## src/rtl/pipe_ctrl_pkg.sv

```systemverilog
// Shared types and constants for the ID/EX pipeline hazard controller.
package pipe_ctrl_pkg;

    typedef enum logic [1:0] {
        RUN        = 2'd0,
        STALL      = 2'd1,
        MEM_WAIT   = 2'd2,
        MEM_WAIT_S = 2'd3
    } pipe_state_t;

    localparam logic [1:0]  MEMTOREG_LOAD = 2'b01;
    localparam logic [31:0] NOP_INST      = 32'h00000013;

    // Control bundle order: {pc_en, en_IFID, NOP_IFID, en_IDEX, NOP_IDEX, en_EXMEM}
    localparam logic [5:0] CTL_RUN    = 6'b110101;
    localparam logic [5:0] CTL_FREEZE = 6'b000000;
    localparam logic [5:0] CTL_FLUSH  = 6'b111111;
    localparam logic [5:0] CTL_BUBBLE = 6'b000111;

endpackage

```

## src/rtl/idex_hazard_cmp.sv

```systemverilog
// Load-use hazard detect: a valid load in EX whose destination is read by the valid instruction in ID.
module idex_hazard_cmp
    import pipe_ctrl_pkg::*;
(
    input  logic [4:0] rs1_addr_ID,
    input  logic [4:0] rs2_addr_ID,
    input  logic       rs1_used_ID,
    input  logic       rs2_used_ID,
    input  logic       valid_ID,
    input  logic [4:0] rd_addr_EX,
    input  logic [1:0] memtoreg_EX,
    input  logic       regwrite_EX,
    input  logic       valid_EX,
    output logic       hazard
);

    logic load_ex;
    logic src_match;

    assign load_ex   = valid_EX & regwrite_EX & (memtoreg_EX == MEMTOREG_LOAD) & (rd_addr_EX != 5'd0);
    assign src_match = (rs1_used_ID & (rs1_addr_ID == rd_addr_EX)) |
                       (rs2_used_ID & (rs2_addr_ID == rd_addr_EX));
    assign hazard    = valid_ID & load_ex & src_match;

endmodule

```

## src/rtl/idex_pipe_ctrl.sv

```systemverilog
// Stage-register enable/bubble sequencing for PC, IF/ID, ID/EX and EX/MEM, with
// saturating debug counters for stall cycles and redirect flushes.
module idex_pipe_ctrl
    import pipe_ctrl_pkg::*;
#(
    parameter int LU_BUBBLES = 1,
    parameter int CNT_W      = 16
) (
    input  logic             clk_IDEX,
    input  logic             rst_IDEX,
    input  logic [4:0]       rs1_addr_ID,
    input  logic [4:0]       rs2_addr_ID,
    input  logic             rs1_used_ID,
    input  logic             rs2_used_ID,
    input  logic             valid_ID,
    input  logic [4:0]       rd_addr_EX,
    input  logic [1:0]       memtoreg_EX,
    input  logic             regwrite_EX,
    input  logic             valid_EX,
    input  logic             redirect_EX,
    input  logic             mem_busy,
    output logic             pc_en,
    output logic             en_IFID,
    output logic             NOP_IFID,
    output logic             en_IDEX,
    output logic             NOP_IDEX,
    output logic             en_EXMEM,
    output logic [1:0]       state_o,
    output logic [CNT_W-1:0] stall_cnt,
    output logic [CNT_W-1:0] flush_cnt
);

    localparam logic [1:0] BUB_INIT = 2'(LU_BUBBLES - 1);

    pipe_state_t state, state_nxt;
    logic [1:0]  bub_cnt, bub_nxt;
    logic [5:0]  ctl;
    logic        flush_inc;
    logic        hazard;

    idex_hazard_cmp u_hazard_cmp (
        .rs1_addr_ID (rs1_addr_ID),
        .rs2_addr_ID (rs2_addr_ID),
        .rs1_used_ID (rs1_used_ID),
        .rs2_used_ID (rs2_used_ID),
        .valid_ID    (valid_ID),
        .rd_addr_EX  (rd_addr_EX),
        .memtoreg_EX (memtoreg_EX),
        .regwrite_EX (regwrite_EX),
        .valid_EX    (valid_EX),
        .hazard      (hazard)
    );

    // bub_cnt holds the bubbles still owed after the current cycle's bubble.
    always_comb begin
        state_nxt = state;
        bub_nxt   = bub_cnt;
        ctl       = CTL_RUN;
        flush_inc = 1'b0;
        case (state)
            RUN: begin
                if (mem_busy) begin
                    ctl       = CTL_FREEZE;
                    state_nxt = MEM_WAIT;
                end else if (redirect_EX) begin
                    ctl       = CTL_FLUSH;
                    flush_inc = 1'b1;
                end else if (hazard) begin
                    ctl       = CTL_BUBBLE;
                    bub_nxt   = BUB_INIT;
                    state_nxt = (LU_BUBBLES > 1) ? STALL : RUN;
                end
            end
            STALL: begin
                if (mem_busy) begin
                    ctl       = CTL_FREEZE;
                    state_nxt = MEM_WAIT_S;
                end else if (redirect_EX) begin
                    ctl       = CTL_FLUSH;
                    flush_inc = 1'b1;
                    bub_nxt   = 2'd0;
                    state_nxt = RUN;
                end else begin
                    ctl     = CTL_BUBBLE;
                    bub_nxt = bub_cnt - 2'd1;
                    if (bub_cnt <= 2'd1) state_nxt = RUN;
                end
            end
            MEM_WAIT: begin
                ctl = CTL_FREEZE;
                if (!mem_busy) state_nxt = RUN;
            end
            MEM_WAIT_S: begin
                ctl = CTL_FREEZE;
                if (!mem_busy) state_nxt = STALL;
            end
            default: begin
                state_nxt = RUN;
                bub_nxt   = 2'd0;
            end
        endcase
        // Downstream registers only honour reset while enabled, so keep them open.
        if (rst_IDEX) begin
            ctl       = CTL_RUN;
            flush_inc = 1'b0;
        end
    end

    assign {pc_en, en_IFID, NOP_IFID, en_IDEX, NOP_IDEX, en_EXMEM} = ctl;
    assign state_o = state;

    always_ff @(posedge clk_IDEX or posedge rst_IDEX) begin
        if (rst_IDEX) begin
            state     <= RUN;
            bub_cnt   <= 2'd0;
            stall_cnt <= '0;
            flush_cnt <= '0;
        end else begin
            state   <= state_nxt;
            bub_cnt <= bub_nxt;
            if (!ctl[5] && stall_cnt != '1) stall_cnt <= stall_cnt + 1'b1;
            if (flush_inc && flush_cnt != '1) flush_cnt <= flush_cnt + 1'b1;
        end
    end

endmodule

```

## config.mk

```make
export PLATFORM = sky130hd
export DESIGN_NAME = idex_pipe_ctrl
export DESIGN_NICKNAME = d
export VERILOG_FILES = /design/src/rtl/pipe_ctrl_pkg.sv /design/src/rtl/idex_hazard_cmp.sv /design/src/rtl/idex_pipe_ctrl.sv
export SDC_FILE = /design/constraint.sdc
export NUM_CORES = 1
export LEC_CHECK = 0
export CORE_MARGIN = 2
export CORE_UTILIZATION = 37
export CTS_BUF_LIST = sky130_fd_sc_hd__clkbuf_8 sky130_fd_sc_hd__clkbuf_16
export CTS_CLUSTER_SIZE = 25
export DETAILED_ROUTE_END_ITERATION = 16
export PLACE_DENSITY_LB_ADDON = 0.12
export SLEW_MARGIN = 10
export SYNTH_ARGS = -nofsm -noshare
export SYNTH_HDL_FRONTEND = slang
export SYNTH_SLANG_ARGS = --single-unit
```

## constraint.sdc

```tcl
create_clock -name clk_IDEX -period 2.7 [get_ports clk_IDEX]
set_clock_uncertainty 0.2 [all_clocks]
set_input_delay 0.54 -clock clk_IDEX [delete_from_list [all_inputs] [get_ports clk_IDEX]]
set_output_delay 0.54 -clock clk_IDEX [all_outputs]
set_load 0.02 [all_outputs]
```

==> results_dict.tcl, run 1 <==
set metrics [dict create \
    status "finished, final reports clean" \
    cp_num_buf_inv 2 \
    grt_max_degree 37 \
    ys.warnings.count 0 \
    path_cells "dlygate4sd2_1, or4_4, o211ai_4, nor2b_1, o31a_1, buf_6" \
    cts_max_path_buffers 2 \
    cts.clk_slew.worst_paths_ns 0.07 \
    slowest_stage "or4_4" \
    syn-cell-area_um2 1880 \
    synth_nets 212 \
    ios 66 \
    peakVddDrop_mv 0.598 \
    hold_path.class "reg -> reg" \
    cp_slowest_stage_delay_ns 0.43 \
    clock_sinks 36 \
    gp_congestion 0.781 \
    core-area_um2 4820 \
    mostFrequentLayoutCell "clkdlybuf4s50_1" \
    cp.required_ns 1.96 \
    ys_types 35 \
    critPathMaxFanout 3 \
    grt_pass1_vias 1582 \
    overflow 0 \
    htreeDepth 2 \
    cts_tree "done" \
    synthTopCellsByArea "dfrtp_1 (48%), xnor2_1 (9.3%), xor2_1 (8.4%)" \
    post-dp-hpwl_mm 3.26 \
    drv_cap 0 \
    grt_pass1_wl_mm 7.20 \
    dpl_worst_slack_ns -0.698 \
    cts_hold_buf 0 \
    dieArea_um2 5670 \
    fin_crit_ns 2.62 \
    ant_nets 0 \
    via_count 1619 \
    path_class "in -> out" \
    fin_cells 343 \
    maxSlewViolCount 0 \
    cp.arrival_ns 1.88 \
    antenna_found_initial 0 \
    p_total_mw 1.75 \
    worstMarginPinSlew_ns 0.469 \
    dr.pass1.iters 4 \
    die_h_um 75.3 \
    hold_violations 0 \
    track_usage_pct 16.7 \
    synth_edf_count 0 \
    crit_path_start_kind "primary input" \
    cts_root_buffer "clkbuf_8" \
    final_util_pct 60.8 \
    fillCellCount 451 \
    cellLeakagePower_nw 1.28 \
    relSlewSlack_pct 68.5 \
    drc 0 \
    drive_gt1_share_pct 19.2 \
    max_freq_mhz 382 \
    placed_area_um2 2780 \
    post_drt_wl_per_cell_um 12.4 \
    synth_area_leader_cell "dfrtp_1" \
    placementRows 25 \
    synth_flop_cell "dfrtp_1" \
    p_per_area_nw_per_um2 596 \
    setup_tns_ns 0 \
    synth_top_area_share_pct 47.9 \
    insertion_delay_ns 0.28 \
    fin_area_um2 2930 \
    vias_per_cell 4.72 \
    initialDrtViolationCount 50 \
    critPathTopFamily "simple AND/OR/NAND/NOR gates" \
    final_nets 304 \
    syn_area_per_cell_um2 10.3 \
    antenna_cells 0 \
    portBuffers 65 \
    finalSetupViolCount 0 \
    dieWidth_um 75.3 \
    ys_seq_area_share_pct 47.9 \
    fin_ws_ns 0.0848 \
    initial_core_util_pct 39.0 \
    placedCellCount 333 \
    layout_common_cells "clkdlybuf4s50_1 (54), dfrtp_1 (36), buf_4 (24)" \
    worst_setup_path_end_kind "output pin" \
    syn_inst 183 \
    ys_seq_elements 36 \
    numCtsBuffers 5 \
    areaGrowthSynthToFinish_pct 55.9 \
    timing.hold.ws_ns 0.296 \
    synthArstFlopShare_pct 100 \
    wirelength_mm 4.26 \
    rsz0062_at_grt "false" \
    fin_crit_sh_pct 96.9 \
]
==> worst reg2reg max path: stages, from the launching register on <==
cell and delay [ns]:
dfrtp_1 0.45, ha_1 0.22, nand4_1 0.19, nor4_2 0.50, nor2b_1 0.11, a21oi_2 0.20, buf_12 0.15, mux2_1 0.31
==> worst paths after layout <==
check | start | to | slack (ns) | cells after the start
worst min register to register | flush_cnt[7] | flush_cnt[7] | 0.30 | 1
worst max register to register | stall_cnt[0] | stall_cnt[1] | 0.26 | 7
worst max-delay path | rd_addr_EX[0] | NOP_IDEX | 0.08 | 6
max in group asynchronous | rst_IDEX | stall_cnt[10] | 1.30 | 4
worst min-delay path | flush_cnt[7] | flush_cnt[7] | 0.30 | 1
min in group asynchronous | rst_IDEX | state_o[1] | 0.69 | 4
==> sequential cells by signal, indices dropped and copies added (netlist names) <==
| register | cells |
|---|---|
| stall_cnt | 16 |
| flush_cnt | 16 |
| state_o | 2 |
| bub_cnt | 2 |
==> final cells by class <==
type                       count  area [um^2]  area share [%]
inverter                       9         37.5            1.28
tap                           67         83.8            2.86
clock inverter                 2         13.8           0.470
timing repair buffer          89          835            28.5
sequential                    36          901            30.7
multi-input combinational    134          977            33.3
clock buffer                   6         82.6            2.82
==> synth_stat cells (2+ instances only) <==
library cell   n
a21oi_1        2
a21oi_2        2
and3_1         4
buf_4          2
dfrtp_1       36
ha_1           3
inv_1          9
mux2_1         2
mux2_2         2
nand2_1       12
nand3_1       11
nand4_1       10
nor2_1        13
nor2b_1        2
nor3_1        10
nor3b_1        2
nor4_1         5
o21ai_0        2
or3_1          2
xnor2_1       20
xor2_1        18
==> routing by layer <==
metal / share of wire (%) / global-route usage, % / wire [um]
met1: 46 / 22.4 / 1950
met2: 49 / 27.1 / 2090
met3: 4.6 / 4.82 / 196
met4: 0.54 / 3.51 / 23
met5: 0 / 0 / 0
==> kinds of logic after synthesis <==
group / count (synthesis) / share of synthesized area (%)
buffers and inverters: 13 / 3.39
flip-flops: 36 / 47.9
XOR/XNOR: 38 / 17.7
multiplexers: 5 / 2.93
AO/OA/AOI/OAI: 12 / 4.73
adder cells (fa/ha/maj): 3 / 2.00
AND/OR/NAND/NOR: 76 / 21.3
==> power breakdown <==
group / total, mW / switching [mW] / leakage, nW / internal [mW]
Combinational: 0.586 / 0.278 / 0.769 / 0.308
Clock: 0.400 / 0.192 / 0.0516 / 0.209
Sequential: 0.761 / 0.129 / 0.459 / 0.632
==> timing repair <==
| item | 4_1_cts | 5_1_grt |
|---|---|---|
| resized for setup | 35 | 7 |
| pin swaps | 5 | 5 |
| setup buffers | 1 | 1 |
| endpoints found under the setup margin | 6 | 11 |
Power figures use the tool's default switching activity.
==> run 2: changes to the inputs <==
- CELL_PAD_IN_SITES_DETAIL_PLACEMENT: unset -> 1
- CELL_PAD_IN_SITES_GLOBAL_PLACEMENT: unset -> 1
- CORE_UTILIZATION: 37 -> 34
==> run 2 against run 1 <==
  * Core utilization is 6.8 points lower
  * Design area is 0.38% lower
  * Sequential share of layout area is 0.12 points higher
  * Count of clock-buffer cells in the layout stayed put
  * Die area is 8.3% higher
  * Non-clock buffer count is 2 lower
  * Power is 0.15% higher
  * Worst hold slack worse by 0.0017 ns
  * Flip-flop and latch count stayed put
  * Maximum frequency is 1.4% lower
  * Cell count is 0.87% higher
  * Critical path depth stayed put
  * Critical endpoint is now en_IFID
==> results_dict.tcl, run 2 (same netlist as run 1, synthesis figures left out) <==
set metrics [dict create \
    status "finished, final reports clean" \
    cp.arrival_ns 1.91 \
    initialDrtViolationCount 57 \
    cts_tree "done" \
    finalSetupViolCount 0 \
    drc 0 \
    worstMarginPinSlew_ns 0.506 \
    critPathTopFamily "simple AND/OR/NAND/NOR gates" \
    path_cells "clkdlybuf4s15_1, or4_4, o211ai_4, nor3_2, a21oi_2, buf_4" \
    mostFrequentLayoutCell "clkdlybuf4s50_1" \
    hold_path.class "reg -> reg" \
    cts.clk_slew.worst_paths_ns 0.07 \
    critPathMaxFanout 3 \
    maxSlewViolCount 0 \
    numCtsBuffers 5 \
    setup_tns_ns 0 \
    dieWidth_um 78.3 \
    dpl_worst_slack_ns -0.681 \
    grt_pass1_wl_mm 8.74 \
    ios 66 \
    worst_setup_path_end_kind "output pin" \
    cellLeakagePower_nw 1.26 \
    layout_common_cells "clkdlybuf4s50_1 (54), dfrtp_1 (36), buf_4 (22)" \
    die_h_um 78.3 \
    p_total_mw 1.75 \
    via_count 1666 \
    clock_sinks 36 \
    areaGrowthSynthToFinish_pct 55.3 \
    vias_per_cell 4.82 \
    p_per_area_nw_per_um2 600 \
    track_usage_pct 17.9 \
    rsz0062_at_grt "false" \
    ant_nets 0 \
    cp.required_ns 1.96 \
    placementRows 27 \
    placedCellCount 336 \
    insertion_delay_ns 0.29 \
    final_nets 302 \
    relSlewSlack_pct 65.9 \
    fin_ws_ns 0.0468 \
    slowest_stage "or4_4" \
    fillCellCount 616 \
    cp_num_buf_inv 2 \
    portBuffers 65 \
    cts_root_buffer "clkbuf_8" \
    core-area_um2 5410 \
    fin_cells 346 \
    antenna_found_initial 0 \
    crit_path_start_kind "primary input" \
    path_class "in -> out" \
    fin_crit_ns 2.65 \
    max_freq_mhz 377 \
    initial_core_util_pct 34.8 \
    drive_gt1_share_pct 19.0 \
    drv_cap 0 \
    grt_pass1_vias 1825 \
    dieArea_um2 6140 \
    cts_max_path_buffers 2 \
    fin_crit_sh_pct 98.3 \
    final_util_pct 54.0 \
    post-dp-hpwl_mm 3.80 \
    grt_max_degree 37 \
    cp_slowest_stage_delay_ns 0.50 \
    gp_congestion 0.798 \
    htreeDepth 2 \
    dr.pass1.iters 4 \
    post_drt_wl_per_cell_um 14.2 \
    reg_top3 "flush_cnt (16), stall_cnt (16)" \
    antenna_cells 0 \
    peakVddDrop_mv 0.380 \
    wirelength_mm 4.90 \
    hold_violations 0 \
    overflow 0 \
]
==> run 2: cell types whose count changed in the layout (fill, tap and decap cells not counted), sizes merged <==
cell and change:
clkinvlp +1, clkdlybuf4s15 +3, buf -3, clkinv -1
dlymetal6s2s -1, dlygate4sd2 -1
==> run 2: path summary, 6_finish.rpt <==
path                                       to  cells after the start  slack (ns)           from
worst max-delay path                  en_IFID                      6        0.05  rd_addr_EX[2]
worst min-delay path            flush_cnt[15]                      1        0.29  flush_cnt[15]
worst max register to register   stall_cnt[1]                      7        0.32   stall_cnt[0]
worst min register to register  flush_cnt[15]                      1        0.29  flush_cnt[15]
max in group asynchronous        stall_cnt[5]                      4        1.15       rst_IDEX
min in group asynchronous          state_o[0]                      4        0.82       rst_IDEX
==> run 2: cell type report <==
| class | instances | area [um^2] | area share (%) |
|---|---|---|---|
| Multi-Input combinational cell | 134 | 982 | 33.6 |
| Sequential cell | 36 | 901 | 30.9 |
| Timing Repair Buffer | 87 | 815 | 27.9 |
| Tap cell | 72 | 90.1 | 3.09 |
| Clock buffer | 6 | 82.6 | 2.83 |
| Inverter | 9 | 37.5 | 1.29 |
| Clock inverter | 2 | 11.3 | 0.386 |
==> run 2: metal layers <==
layer | global-route usage [%] | vias up | wire [um]
met5 | 0 | - | 0
met4 | 5.61 | 0 | 86
met3 | 3.79 | 8 | 156
li1 | - | 810 | -
met2 | 32.2 | 37 | 2560
met1 | 21.3 | 811 | 2100
==> run 2: repair_timing <==
| item | CTS | global route |
|---|---|---|
| endpoints found under the setup margin | 6 | 10 |
| buffers inserted | 1 | 1 |
| resized for setup | 36 | 9 |
| pin swaps | 4 | 3 |
| hold buffers | 0 | 0 |
==> run 2: per-stage QoR <==
| step | area (um^2) | hold slack [ns] |
|---|---|---|
| floorplan | 1880 | 0.266 |
| global placement | 2760 | 0.277 |
| detailed placement | 2760 | 0.288 |
| CTS | 2880 | 0.299 |
| global route | 2920 | 0.313 |
| finish | 2920 | 0.294 |
==> run 2: power breakdown <==
group	switching, mW	internal, mW
registers	0.131	0.632
clock network	0.192	0.204
logic	0.285	0.306
==> run 3: changes to the inputs <==
- CTS_CLUSTER_SIZE: 25 -> unset
- SKIP_CTS_REPAIR_TIMING: unset -> 1
==> run 3 against run 2 <==
  * Sequential power barely moved
  * Combinational power barely moved
  * Cell count fell by 0.29%
  * Sequential share of layout area barely moved
  * Register-to-register slack improved by 0.06 ns
  * Highest routed layer unchanged
==> results_dict.tcl, run 3 (same netlist as run 1, synthesis figures left out) <==
set metrics [dict create \
    worstMarginPinSlew_ns 0.456 \
    portBuffers 65 \
    grt_pass1_wl_mm 8.53 \
    maxSlewViolCount 0 \
    ant_nets 0 \
    crit_path_start_kind "primary input" \
    multiInputGateArea_um2 961 \
    gp_congestion 0.798 \
    dr.pass1.iters 4 \
    setup_tns_ns 0 \
    finalSetupViolCount 0 \
    cellLeakagePower_nw 1.33 \
    relSlewSlack_pct 69.6 \
    post-dp-hpwl_mm 3.80 \
    status "finished, final reports clean" \
    initial_core_util_pct 34.8 \
    die_h_um 78.3 \
    fin_cells 345 \
    reg_top3 "flush_cnt (16), stall_cnt (16)" \
    clock_sinks 36 \
    overflow 0 \
    drive_gt1_share_pct 16.5 \
    areaGrowthSynthToFinish_pct 55.5 \
    wirelength_mm 4.84 \
    cts.clk_slew.worst_paths_ns 0.07 \
    antenna_cells 0 \
    fin_area_um2 2920 \
    cp.required_ns 1.96 \
    cts_root_buffer "clkbuf_8" \
    antenna_found_initial 0 \
    cp.arrival_ns 1.94 \
    register_area_um2 901 \
    ios 66 \
    grt_pass1_vias 1797 \
    dieWidth_um 78.3 \
    hold_violations 0 \
    p_total_mw 1.75 \
    mostFrequentLayoutCell "clkdlybuf4s50_1" \
    drc 0 \
    fin_crit_ns 2.68 \
    core-area_um2 5410 \
    final_nets 301 \
    path_class "in -> out" \
    hold_path.class "reg -> reg" \
    worst_setup_path_end_kind "output pin" \
    post_drt_wl_per_cell_um 14.0 \
    critPathMaxFanout 3 \
    htreeDepth 2 \
    cts_max_path_buffers 2 \
    drv_cap 0 \
    track_usage_pct 17.4 \
    numCtsBuffers 5 \
    max_freq_mhz 374 \
    dieArea_um2 6140 \
    cts_tree "done" \
    via_count 1661 \
    layout_common_cells "clkdlybuf4s50_1 (53), dfrtp_1 (36), buf_4 (22)" \
    fin_crit_sh_pct 99.1 \
    grt_max_degree 37 \
    timing.hold.ws_ns 0.293 \
    placed_area_um2 2760 \
    peakVddDrop_mv 0.379 \
    p_per_area_nw_per_um2 598 \
    initialDrtViolationCount 53 \
    insertion_delay_ns 0.29 \
    placedCellCount 336 \
    placementRows 27 \
    vias_per_cell 4.81 \
    fillCellCount 617 \
]
-- run 3: final timing paths --
check	start	endpoint	slack, ns	cells after the start
max reg2reg	stall_cnt[0]	stall_cnt[1]	0.38	7
min in group asynchronous	rst_IDEX	stall_cnt[13]	0.79	4
min reg2reg	flush_cnt[15]	flush_cnt[15]	0.29	1
min	flush_cnt[15]	flush_cnt[15]	0.29	1
max	rd_addr_EX[4]	pc_en	0.02	6
max in group asynchronous	rst_IDEX	stall_cnt[14]	1.20	4
-- run 3: power breakdown --
part / leakage (nW) / total [mW] / switching (mW) / internal, mW
sequential: 0.459 / 0.763 / 0.131 / 0.632
clock: 0.0486 / 0.395 / 0.191 / 0.204
combinational: 0.823 / 0.591 / 0.283 / 0.307
total: 1.33 / 1.75 / 0.605 / 1.14
-- run 3: routing by layer --
layer | track usage [%] | part of all wire, % | vias up
met2 | 30.6 | 51 | 37
met5 | 0 | 0 | -
met1 | 21.2 | 44 | 806
li1 | - | - | 810
met4 | 5.61 | 1.8 | 0
met3 | 3.79 | 3.1 | 8
-- run 3: metrics by stage --
stage	setup slack, ns	util (%)
2_1_floorplan	0.0915	-
3_3_place_gp	-0.673	51.0
3_5_place_dp	-0.681	51.0
4_1_cts	-0.692	52.7
5_1_grt	-0.0113	54.1
6_report	0.0233	54.1
-- run 3: worst max-delay path: stages --
cell and delay [ns]:
dlymetal6s2s_1 0.13, or4_4 0.54, o211ai_4 0.22, nor3_1 0.08
a21oi_2 0.23, buf_4 0.19
-- run 3: layout make-up --
class | instances | area share [%]
flip-flops and latches | 36 | 30.8
multi-input cells | 134 | 32.9
inverters | 9 | 1.28
repair buffers | 86 | 28.7
clock buffers | 6 | 2.83
clock inverters | 2 | 0.385
well taps | 72 | 3.08
